$ cat src/rtl/pcc_drv_pkg.sv
// Shared constants, FSM state type and a saturating-increment helper for the
// pcc frame driver.
package pcc_drv_pkg;

    localparam int N_POS_DEF     = 6;
    localparam int N_NEG_DEF     = 9;
    localparam int CNT_W_DEF     = 16;
    localparam int FRAME_LEN_DEF = N_POS_DEF + N_NEG_DEF;

    typedef enum logic [1:0] {
        SHIFT = 2'd0,
        DROP  = 2'd1,
        EVAL  = 2'd2,
        OUT   = 2'd3
    } pcc_state_e;

    // Increment v, holding at 2^w-1 (w up to 32).
    function automatic logic [31:0] sat_inc(input logic [31:0] v, input int unsigned w);
        logic [31:0] max_v;
        max_v = (w >= 32) ? 32'hFFFF_FFFF : ((32'd1 << w) - 32'd1);
        return (v >= max_v) ? max_v : (v + 32'd1);
    endfunction

endpackage

$ cat src/rtl/pcc_exact_ref.sv
// Exact reference decision: popcount(pos) >= popcount(neg). Only instantiated
// by pcc_frame_driver when EXACT_REF_EN is defined.
module pcc_exact_ref #(
    parameter int N_POS = 6,
    parameter int N_NEG = 9
) (
    input  logic [N_POS-1:0] pos_i,
    input  logic [N_NEG-1:0] neg_i,
    output logic             exact_o
);

    int pos_cnt;
    int neg_cnt;

    always_comb begin
        pos_cnt = 0;
        neg_cnt = 0;
        for (int i = 0; i < N_POS; i++) pos_cnt = pos_cnt + int'(pos_i[i]);
        for (int i = 0; i < N_NEG; i++) neg_cnt = neg_cnt + int'(neg_i[i]);
        exact_o = (pos_cnt >= neg_cnt);
    end

endmodule

$ cat src/rtl/pcc_frame_driver.sv
// Serial-to-frame driver for the pcc classifier: assembles pos/neg bits, samples
// the classifier decision, returns it on valid/ready and keeps statistics.
// Optional macro EXACT_REF_EN adds an exact popcount reference and disagreement counter.
//
// Handshakes: a beat moves on s_valid && s_ready, a result moves on
// m_valid && m_ready; valid never depends on ready and data is held while valid.
module pcc_frame_driver
    import pcc_drv_pkg::*;
#(
    parameter int N_POS = N_POS_DEF,
    parameter int N_NEG = N_NEG_DEF,
    parameter int CNT_W = CNT_W_DEF
) (
    input  logic             clk,
    input  logic             rst,
    input  logic             s_valid,
    output logic             s_ready,
    input  logic             s_bit,
    input  logic             s_last,
    input  logic             s_label,
    output logic [N_POS-1:0] pcc_pos,
    output logic [N_NEG-1:0] pcc_neg,
    input  logic             pcc_out,
    output logic             m_valid,
    input  logic             m_ready,
    output logic             m_class,
    output logic             m_correct,
    output logic             frame_err,
    output logic [CNT_W-1:0] n_samples,
    output logic [CNT_W-1:0] n_errors,
`ifdef EXACT_REF_EN
    output logic             m_exact,
    output logic [CNT_W-1:0] n_disagree,
`endif
    output pcc_state_e       dbg_state
);

    localparam int FRAME_LEN = N_POS + N_NEG;
    localparam int IDX_W     = $clog2(FRAME_LEN);
    localparam logic [IDX_W-1:0] LAST_IDX = IDX_W'(FRAME_LEN - 1);

    pcc_state_e           state_q, state_d;
    logic [IDX_W-1:0]     idx_q, idx_d;
    logic [FRAME_LEN-1:0] frame_q, frame_d, frame_next;
    logic                 label_q, label_d;
    logic [N_POS-1:0]     pos_q, pos_d;
    logic [N_NEG-1:0]     neg_q, neg_d;
    logic                 class_q, class_d;
    logic                 correct_q, correct_d;
    logic                 err_q, err_d;
    logic [CNT_W-1:0]     samples_q, samples_d;
    logic [CNT_W-1:0]     errors_q, errors_d;
    logic                 accept;

    assign s_ready = (state_q == SHIFT) || (state_q == DROP);
    assign m_valid = (state_q == OUT);
    assign accept  = s_valid && s_ready;

    always_comb begin
        frame_next = frame_q;
        for (int i = 0; i < FRAME_LEN; i++) begin
            if (idx_q == IDX_W'(i)) frame_next[i] = s_bit;
        end
    end

    always_comb begin
        state_d   = state_q;
        idx_d     = idx_q;
        frame_d   = frame_q;
        label_d   = label_q;
        pos_d     = pos_q;
        neg_d     = neg_q;
        class_d   = class_q;
        correct_d = correct_q;
        err_d     = 1'b0;
        samples_d = samples_q;
        errors_d  = errors_q;
        case (state_q)
            SHIFT: begin
                if (accept) begin
                    frame_d = frame_next;
                    if (idx_q == LAST_IDX) begin
                        idx_d = '0;
                        if (s_last) begin
                            label_d = s_label;
                            pos_d   = frame_next[N_POS-1:0];
                            neg_d   = frame_next[FRAME_LEN-1:N_POS];
                            state_d = EVAL;
                        end else begin
                            err_d   = 1'b1;
                            state_d = DROP;
                        end
                    end else if (s_last) begin
                        err_d = 1'b1;
                        idx_d = '0;
                    end else begin
                        idx_d = idx_q + 1'b1;
                    end
                end
            end
            DROP: begin
                if (accept && s_last) state_d = SHIFT;
            end
            EVAL: begin
                // pcc_pos/pcc_neg were registered last cycle, so pcc_out has settled.
                class_d   = pcc_out;
                correct_d = (pcc_out == label_q);
                state_d   = OUT;
            end
            OUT: begin
                if (m_ready) begin
                    samples_d = CNT_W'(sat_inc(32'(samples_q), CNT_W));
                    if (!correct_q) errors_d = CNT_W'(sat_inc(32'(errors_q), CNT_W));
                    state_d = SHIFT;
                end
            end
            default: state_d = SHIFT;
        endcase
    end

    always_ff @(posedge clk) begin
        if (rst) begin
            state_q   <= SHIFT;
            idx_q     <= '0;
            frame_q   <= '0;
            label_q   <= 1'b0;
            pos_q     <= '0;
            neg_q     <= '0;
            class_q   <= 1'b0;
            correct_q <= 1'b0;
            err_q     <= 1'b0;
            samples_q <= '0;
            errors_q  <= '0;
        end else begin
            state_q   <= state_d;
            idx_q     <= idx_d;
            frame_q   <= frame_d;
            label_q   <= label_d;
            pos_q     <= pos_d;
            neg_q     <= neg_d;
            class_q   <= class_d;
            correct_q <= correct_d;
            err_q     <= err_d;
            samples_q <= samples_d;
            errors_q  <= errors_d;
        end
    end

    assign pcc_pos   = pos_q;
    assign pcc_neg   = neg_q;
    assign m_class   = class_q;
    assign m_correct = correct_q;
    assign frame_err = err_q;
    assign n_samples = samples_q;
    assign n_errors  = errors_q;
    assign dbg_state = state_q;

`ifdef EXACT_REF_EN
    logic             exact_w;
    logic             exact_q, exact_d;
    logic [CNT_W-1:0] disagree_q, disagree_d;

    pcc_exact_ref #(.N_POS(N_POS), .N_NEG(N_NEG)) u_exact_ref (
        .pos_i   (pos_q),
        .neg_i   (neg_q),
        .exact_o (exact_w)
    );

    always_comb begin
        exact_d    = exact_q;
        disagree_d = disagree_q;
        if (state_q == EVAL) exact_d = exact_w;
        if (state_q == OUT && m_ready && (exact_q != class_q))
            disagree_d = CNT_W'(sat_inc(32'(disagree_q), CNT_W));
    end

    always_ff @(posedge clk) begin
        if (rst) begin
            exact_q    <= 1'b0;
            disagree_q <= '0;
        end else begin
            exact_q    <= exact_d;
            disagree_q <= disagree_d;
        end
    end

    assign m_exact    = exact_q;
    assign n_disagree = disagree_q;
`endif

endmodule

$ cat config.mk
export PLATFORM = sky130hd
export DESIGN_NAME = pcc_frame_driver
export DESIGN_NICKNAME = d
export VERILOG_FILES = /design/src/rtl/pcc_drv_pkg.sv /design/src/rtl/pcc_exact_ref.sv /design/src/rtl/pcc_frame_driver.sv
export SDC_FILE = /design/constraint.sdc
export NUM_CORES = 1
export LEC_CHECK = 0
export ABC_CLOCK_PERIOD_IN_PS = 2400
export BUFFER_PORTS_ARGS = -buffer_cell sky130_fd_sc_hd__buf_2
export CORE_ASPECT_RATIO = 1.2
export CORE_MARGIN = 4
export CORE_UTILIZATION = 40
export CTS_BUF_LIST = sky130_fd_sc_hd__clkbuf_4 sky130_fd_sc_hd__clkbuf_8 sky130_fd_sc_hd__clkbuf_16
export CTS_CLUSTER_SIZE = 28
export DETAILED_ROUTE_END_ITERATION = 10
export PLACE_DENSITY = 0.62
export SLEW_MARGIN = 20
export SYNTH_ARGS = -nofsm -noshare
export SYNTH_HDL_FRONTEND = slang
export SYNTH_SLANG_ARGS = --single-unit
$ cat constraint.sdc
create_clock -name clk -period 2.4 [get_ports clk]
set_clock_uncertainty 0.2 [all_clocks]
set_input_delay 0 -clock clk [delete_from_list [all_inputs] [get_ports clk]]
set_output_delay 0 -clock clk [all_outputs]
set_load 0.1 [all_outputs]
# Word-level counts from Yosys, hierarchy flattened
# Cells that the tools add are included.
[word_totals]
ff_bits = 72
latchBits = 0
ram_bits = 0
romBits = 0
in_bits = 8
out_inout_bits = 54
wordCells = 80
memories = 0
[op_classes]
n_addsub = 3
mul = 0
n_div = 0
order_cmp = 2
n_eq_ne = 22
shifts = 0
n_mux = 28
n_bitwise = 3
n_reduce_logical = 11
[ops]
columns = ["op", "count"]
rows = [
  ["16-bit by 1-bit adder with 16-bit output, second input constant", 2],
  ["16-bit >= comparator, second input constant", 2],
  ["16-bit two-way mux", 2],
  ["4-bit == test, second input constant", 7],
  ["1-bit two-way mux", 18],
  ["4-bit by 3-bit == test with 1-bit output, second input constant", 4],
  ["2-bit two-way mux", 5],
  ["4-bit by 2-bit == test with 1-bit output, second input constant", 2],
  ["4-bit two-way mux", 2],
  ["2-bit case mux with 4 select lines", 1],
  ["4-bit AND reduction", 2],
  ["2-bit by 1-bit != test with 1-bit output, second input constant", 3],
  ["4-bit by 1-bit adder with 4-bit output, second input constant", 1],
  ["2-bit == test, second input constant", 2],
  ["4-bit by 1-bit == test with 1-bit output, second input constant", 1],
  ["4-bit logical NOT", 1],
  ["2-bit AND reduction", 2],
  ["1-bit NOT", 3],
  ["3-bit AND reduction", 1],
  ["3-bit OR reduction", 1],
  ["2-bit by 1-bit == test with 1-bit output, second input constant", 1],
  ["1-bit logical AND", 2],
  ["2-bit logical NOT", 1],
  ["2-bit != test, second input constant", 1],
  ["2 further kinds", 2],
]

# Depth between registers and ports, before layout
[logic_depth]
ltp_word = 6
ltp_mapped = 8
depth_no_buf = 6

# Worst setup path after synthesis
# Ideal clock, no wire load.
[synth_path]
kind = "register to register"
from = "reg state_q[0] (netlist: dbg_state[0])"
to = "reg errors_q[13] (netlist: n_errors[13])"
setup_ns = 0.074
t_arrival_ns = 2.610
required_time_ns = 2.126
setup_slack_ns = -0.485
stages_incl_launch_ff = 6
path_buffers = 1
period_less_slack_ns = 2.885
cell_sequence = "dfxtp_1 -> buf_2 -> nand4b_4 -> or4_4 -> or4_1 -> a31oi_1"
[synth_via]
elab_chain_cells = 2
[synth_rtl]
columns = ["element", "line_no", "text"]
rows = [
  ["from (decl)", "pcc_frame_driver.sv:42", "pcc_state_e state_q, state_d;"],
  ["from (signal assigned)", "pcc_frame_driver.sv:135", "state_q <= state_d;"],
  ["2-bit == test", "pcc_frame_driver.sv:78", "case (state_q)"],
  ["3-bit AND reduction (no line)", "--", ""],
  ["to (signal assigned)", "pcc_frame_driver.sv:145", "errors_q <= errors_d;"],
  ["to (decl)", "pcc_frame_driver.sv:52", "logic [CNT_W-1:0] errors_q, errors_d;"],
]
# Every way passes these cells.
# A chain may end at the register's enable or synchronous reset.

# Worst setup path in the final report
[layout_path]
from = "reg state_q[0] (netlist: dbg_state[0])"
to = "reg errors_q[11] (netlist: n_errors[11])"
# Same word-level chain as after synthesis.

==> out/results.tsv <==
stage	metric	value	unit
run_status	run_status	completed	
global_route	grt_util_all_layers	0.1728	
floorplan	fp.coreArea	8243	sq um
cells_and_area	final.fill_count	834	
logic_synthesis	most_area_consuming_cells_after_synthesis	sky130_fd_sc_hd__dfxtp_1, sky130_fd_sc_hd__nand3_1, sky130_fd_sc_hd__mux2i_1	
clock_network	clock_sinks	71	
sta	fin_hold_ws	249.7	ps
sta	final_max_slew_viol_count	0	
logic_synthesis	synthesis.area	3413	sq um
clock_network	postCtsSetupBuffers	0	
sta	timing_hold_violations_final	0	
power	power.internal	1.865	mW
detailed_routing	drc	0	
clock_network	cts_resized	0	
cells_and_area	most_common_cell_after_layout_fill_and_taps_aside	sky130_fd_sc_hd__buf_2	
global_route	via_count_of_the_first_global_routing_pass	3030	
cells_and_area	layout_common_cells	sky130_fd_sc_hd__buf_2, sky130_fd_sc_hd__dfxtp_1, sky130_fd_sc_hd__nor2_1, sky130_fd_sc_hd__nand2_1, sky130_fd_sc_hd__nand3_1	
floorplan	die-height	109.2	um
detailed_routing	wl_per_cell	14.33	um
logic_synthesis	yosys_most_used_dff	sky130_fd_sc_hd__dfxtp_1	
worst_setup_path	critPathMaxStageDelay	580	ps
cells_and_area	ant_cells	0	
worst_setup_path	timing.critical_path.from	dbg_state[0]$_SDFFE_PP0P_	
global_route	pin_count_of_the_biggest_net_entering_global_routing	41	
cells_and_area	finish.instance_area	4215	sq um
logic_synthesis	synth_area_leader_cell	sky130_fd_sc_hd__dfxtp_1	
clock_network	cts-buffers-inserted	9	
clock_network	cts.path.max_buffers	2	
power	power.density	580.9	nW/um^2
place	placedCellCount	571	
detailed_routing	vias_per_cell	5.410	
sta	max-slew-margin-rel	0.6030	
detailed_routing	drt_first_iter_violations	117	
worst_setup_path	cp_data_required_time	2480	ps
detailed_routing	drt.antenna.violating_nets	0	
sta	finalWorstPathRequiredPeriod	2147	ps
logic_synthesis	post_synth.cell_area_avg	8.285	sq um
logic_synthesis	yosysWarningCount	0	
place	post_placement_setup_slack	254.1	ps
cells_and_area	final_core_utilization	0.5114	
worst_setup_path	path_buf_inv	0	
floorplan	fp.dieArea	10080	sq um
logic_synthesis	ys_async_sr_fraction	0	
logic_synthesis	synth.top_cell.area_share	0.4164	
sta	totalNegativeSetupSlack	0	ps
place	dp_hpwl	5975	um
worst_setup_path	start_kind	register	
worst_setup_path	worst_r2r_startpoint	dbg_state[0]$_SDFFE_PP0P_	
power	leakagePower	1.702	nW
power	design_power	2.449	mW
floorplan	rows	36	
clock_network	clk_transition_reported_paths	80	ps
sta	finalSetupViolations	0	
power	clkPwrFrac	0.449	
min_path	worst_hold_path_type	in2reg	
sta	fmax	465.7	MHz
detailed_routing	route.final.wire_length	8529	um
worst_setup_path	timing.critical_path.to_type	register	
power	comb_power_share	0.063	
power	switching_share	0.2383	
worst_setup_path	timing.critical_path.max_delay_family	simple AND/OR/NAND/NOR gates	
cells_and_area	layout-area-overhead-vs-synth	23.50	%
floorplan	ioPinCount	62	
global_route	grt_overflow_total	0	
logic_synthesis	flops_latches_synth	71	
cells_and_area	multi_input_area	1841	sq um
clock_network	clock_insertion_delay_worst_skew	350	ps
sta	finalCritPeriodShare	0.8946	
global_route	wire_length_of_the_first_global_routing_pass	14130	um
place	numPortBuffers	61	
clock_network	cts_tree	done	
clock_network	root_buffer	sky130_fd_sc_hd__clkbuf_8	
power	worst_ir_drop_on_vdd	240.4	uV
clock_network	cts_htree_levels	3	
floorplan	initial_utilization	0.4141	
min_path	min-delay-start	s_label	
logic_synthesis	syn_nets	426	
power	seq_power_share	0.489	
worst_setup_path	cp.arrival	2220	ps
place	finalWeightedCongestion	0.8008	
logic_synthesis	netlist-cell-type-count	44	
floorplan	die_w	92.33	um
global_route	antenna_found_initial	0	
place	dpl_cell_area	3905	sq um
sta	setup_slack	252.9	ps
logic_synthesis	ys_seq_area_frac	0.4164	
flow_run	max_cap_viol_count	0	
detailed_routing	drtPass1Iterations	4	
cells_and_area	nets	490	
clock_network	hold_buffers	8	
sta	rsz0062_at_grt	no	
cells_and_area	finish.cell_count_without_fillers	595	
power	net-switching-power	583.5	uW
worst_setup_path	crit_fanout	16	
worst_setup_path	crit_slowest_cell	sky130_fd_sc_hd__or4_4	
cells_and_area	seq_area	1458	sq um
worst_setup_path	cp_cell_sequence	nand4b_4, or4_4, or4_1, a31oi_1	
logic_synthesis	postSynthCellCount	412	
detailed_routing	detailroute.via_count	3219	
cells_and_area	drive_gt1_frac	0.2453	
logic_synthesis	number_of_synthesized_flops_with_an_enable_pin	0	
sta	max_slew.worst_pin.slew	595.6	ps
worst_setup_path	timing.setup.critical_path_class	reg2reg	
==> state kept, by name, indices dropped and copies added, names as in the netlist <==
register / cells
frame_q: 14
pcc_neg: 9
pcc_pos: 6
idx_q: 4
m_correct: 1
dbg_state: 2
frame_err: 1
n_errors: 16
label_q: 1
m_class: 1
n_samples: 16
==> power by group through the flow <==
stage | registers (mW) | clock network [mW] | logic (mW)
5_1_grt | 1.20 | 1.18 | 0.165
3_3_place_gp | 1.22 | 0 | 0.143
2_1_floorplan | 1.27 | 0 | 0.0665
6_report | 1.20 | 1.10 | 0.153
4_1_cts | 1.20 | 1.13 | 0.155
3_5_place_dp | 1.22 | 0 | 0.145
==> tightest hold or removal path, cell delays in order <==
cell and delay [ps]:
sky130_fd_sc_hd__dlygate4sd3_1 530, sky130_fd_sc_hd__buf_2 110, sky130_fd_sc_hd__mux2i_1 60, sky130_fd_sc_hd__nor2_1 70
==> metal layers <==
layer | global-route usage | part of all wire | up-vias
met5 | 0 | 0 | -
met4 | 0.07006 | 0.015 | 0
met3 | 0.03865 | 0.044 | 12
met2 | 0.2908 | 0.49 | 70
met1 | 0.2140 | 0.45 | 1510
li1 | - | - | 1627
==> final cells by class <==
class                   instances  area share
clock buffers                  11     0.03592
clock inverters                 5     0.01870
inverters                      11    0.009795
multi-input cells             300      0.4366
flip-flops and latches         71      0.3458
well taps                     114     0.03384
repair buffers                 83      0.1193
==> Yosys cell counts (4+ instances only) <==
cell                        n
sky130_fd_sc_hd__nor3_1    16
sky130_fd_sc_hd__a211oi_1  12
sky130_fd_sc_hd__a31oi_1    8
sky130_fd_sc_hd__ha_1       6
sky130_fd_sc_hd__nor4_1     8
sky130_fd_sc_hd__nand4_1   11
sky130_fd_sc_hd__xnor2_1    6
sky130_fd_sc_hd__or4_1      4
sky130_fd_sc_hd__inv_1     11
sky130_fd_sc_hd__xor2_1     6
sky130_fd_sc_hd__nand3_1   38
sky130_fd_sc_hd__clkbuf_1  26
sky130_fd_sc_hd__a21oi_1   20
sky130_fd_sc_hd__a311oi_1  11
sky130_fd_sc_hd__o21ai_0   11
sky130_fd_sc_hd__nand2_1   39
sky130_fd_sc_hd__nor2b_1    4
sky130_fd_sc_hd__nor2_1    45
sky130_fd_sc_hd__mux2i_1   18
sky130_fd_sc_hd__dfxtp_1   71
sky130_fd_sc_hd__and3_1     4
==> cell families after synthesis <==
| group | share of synthesized area |
|---|---|
| adder cells (fa/ha/maj) | 0.02199 |
| AO/OA/AOI/OAI | 0.1529 |
| multiplexers | 0.05279 |
| AND/OR/NAND/NOR | 0.2790 |
| flip-flops | 0.4164 |
| buffers and inverters | 0.04618 |
| XOR/XNOR | 0.03079 |
==> worst paths after layout <==
check,endpoint,slack [ps],cells past startpoint
setup / recovery,n_errors[11]$_SDFFE_PP0P_,250,4
hold / removal,label_q$_SDFFE_PP0P_,250,4
setup reg to reg,n_errors[11]$_SDFFE_PP0P_,250,4
hold reg to reg,n_samples[0]$_SDFFE_PP0P_,290,1
No activity file was read; power rests on OpenSTA's default activity.
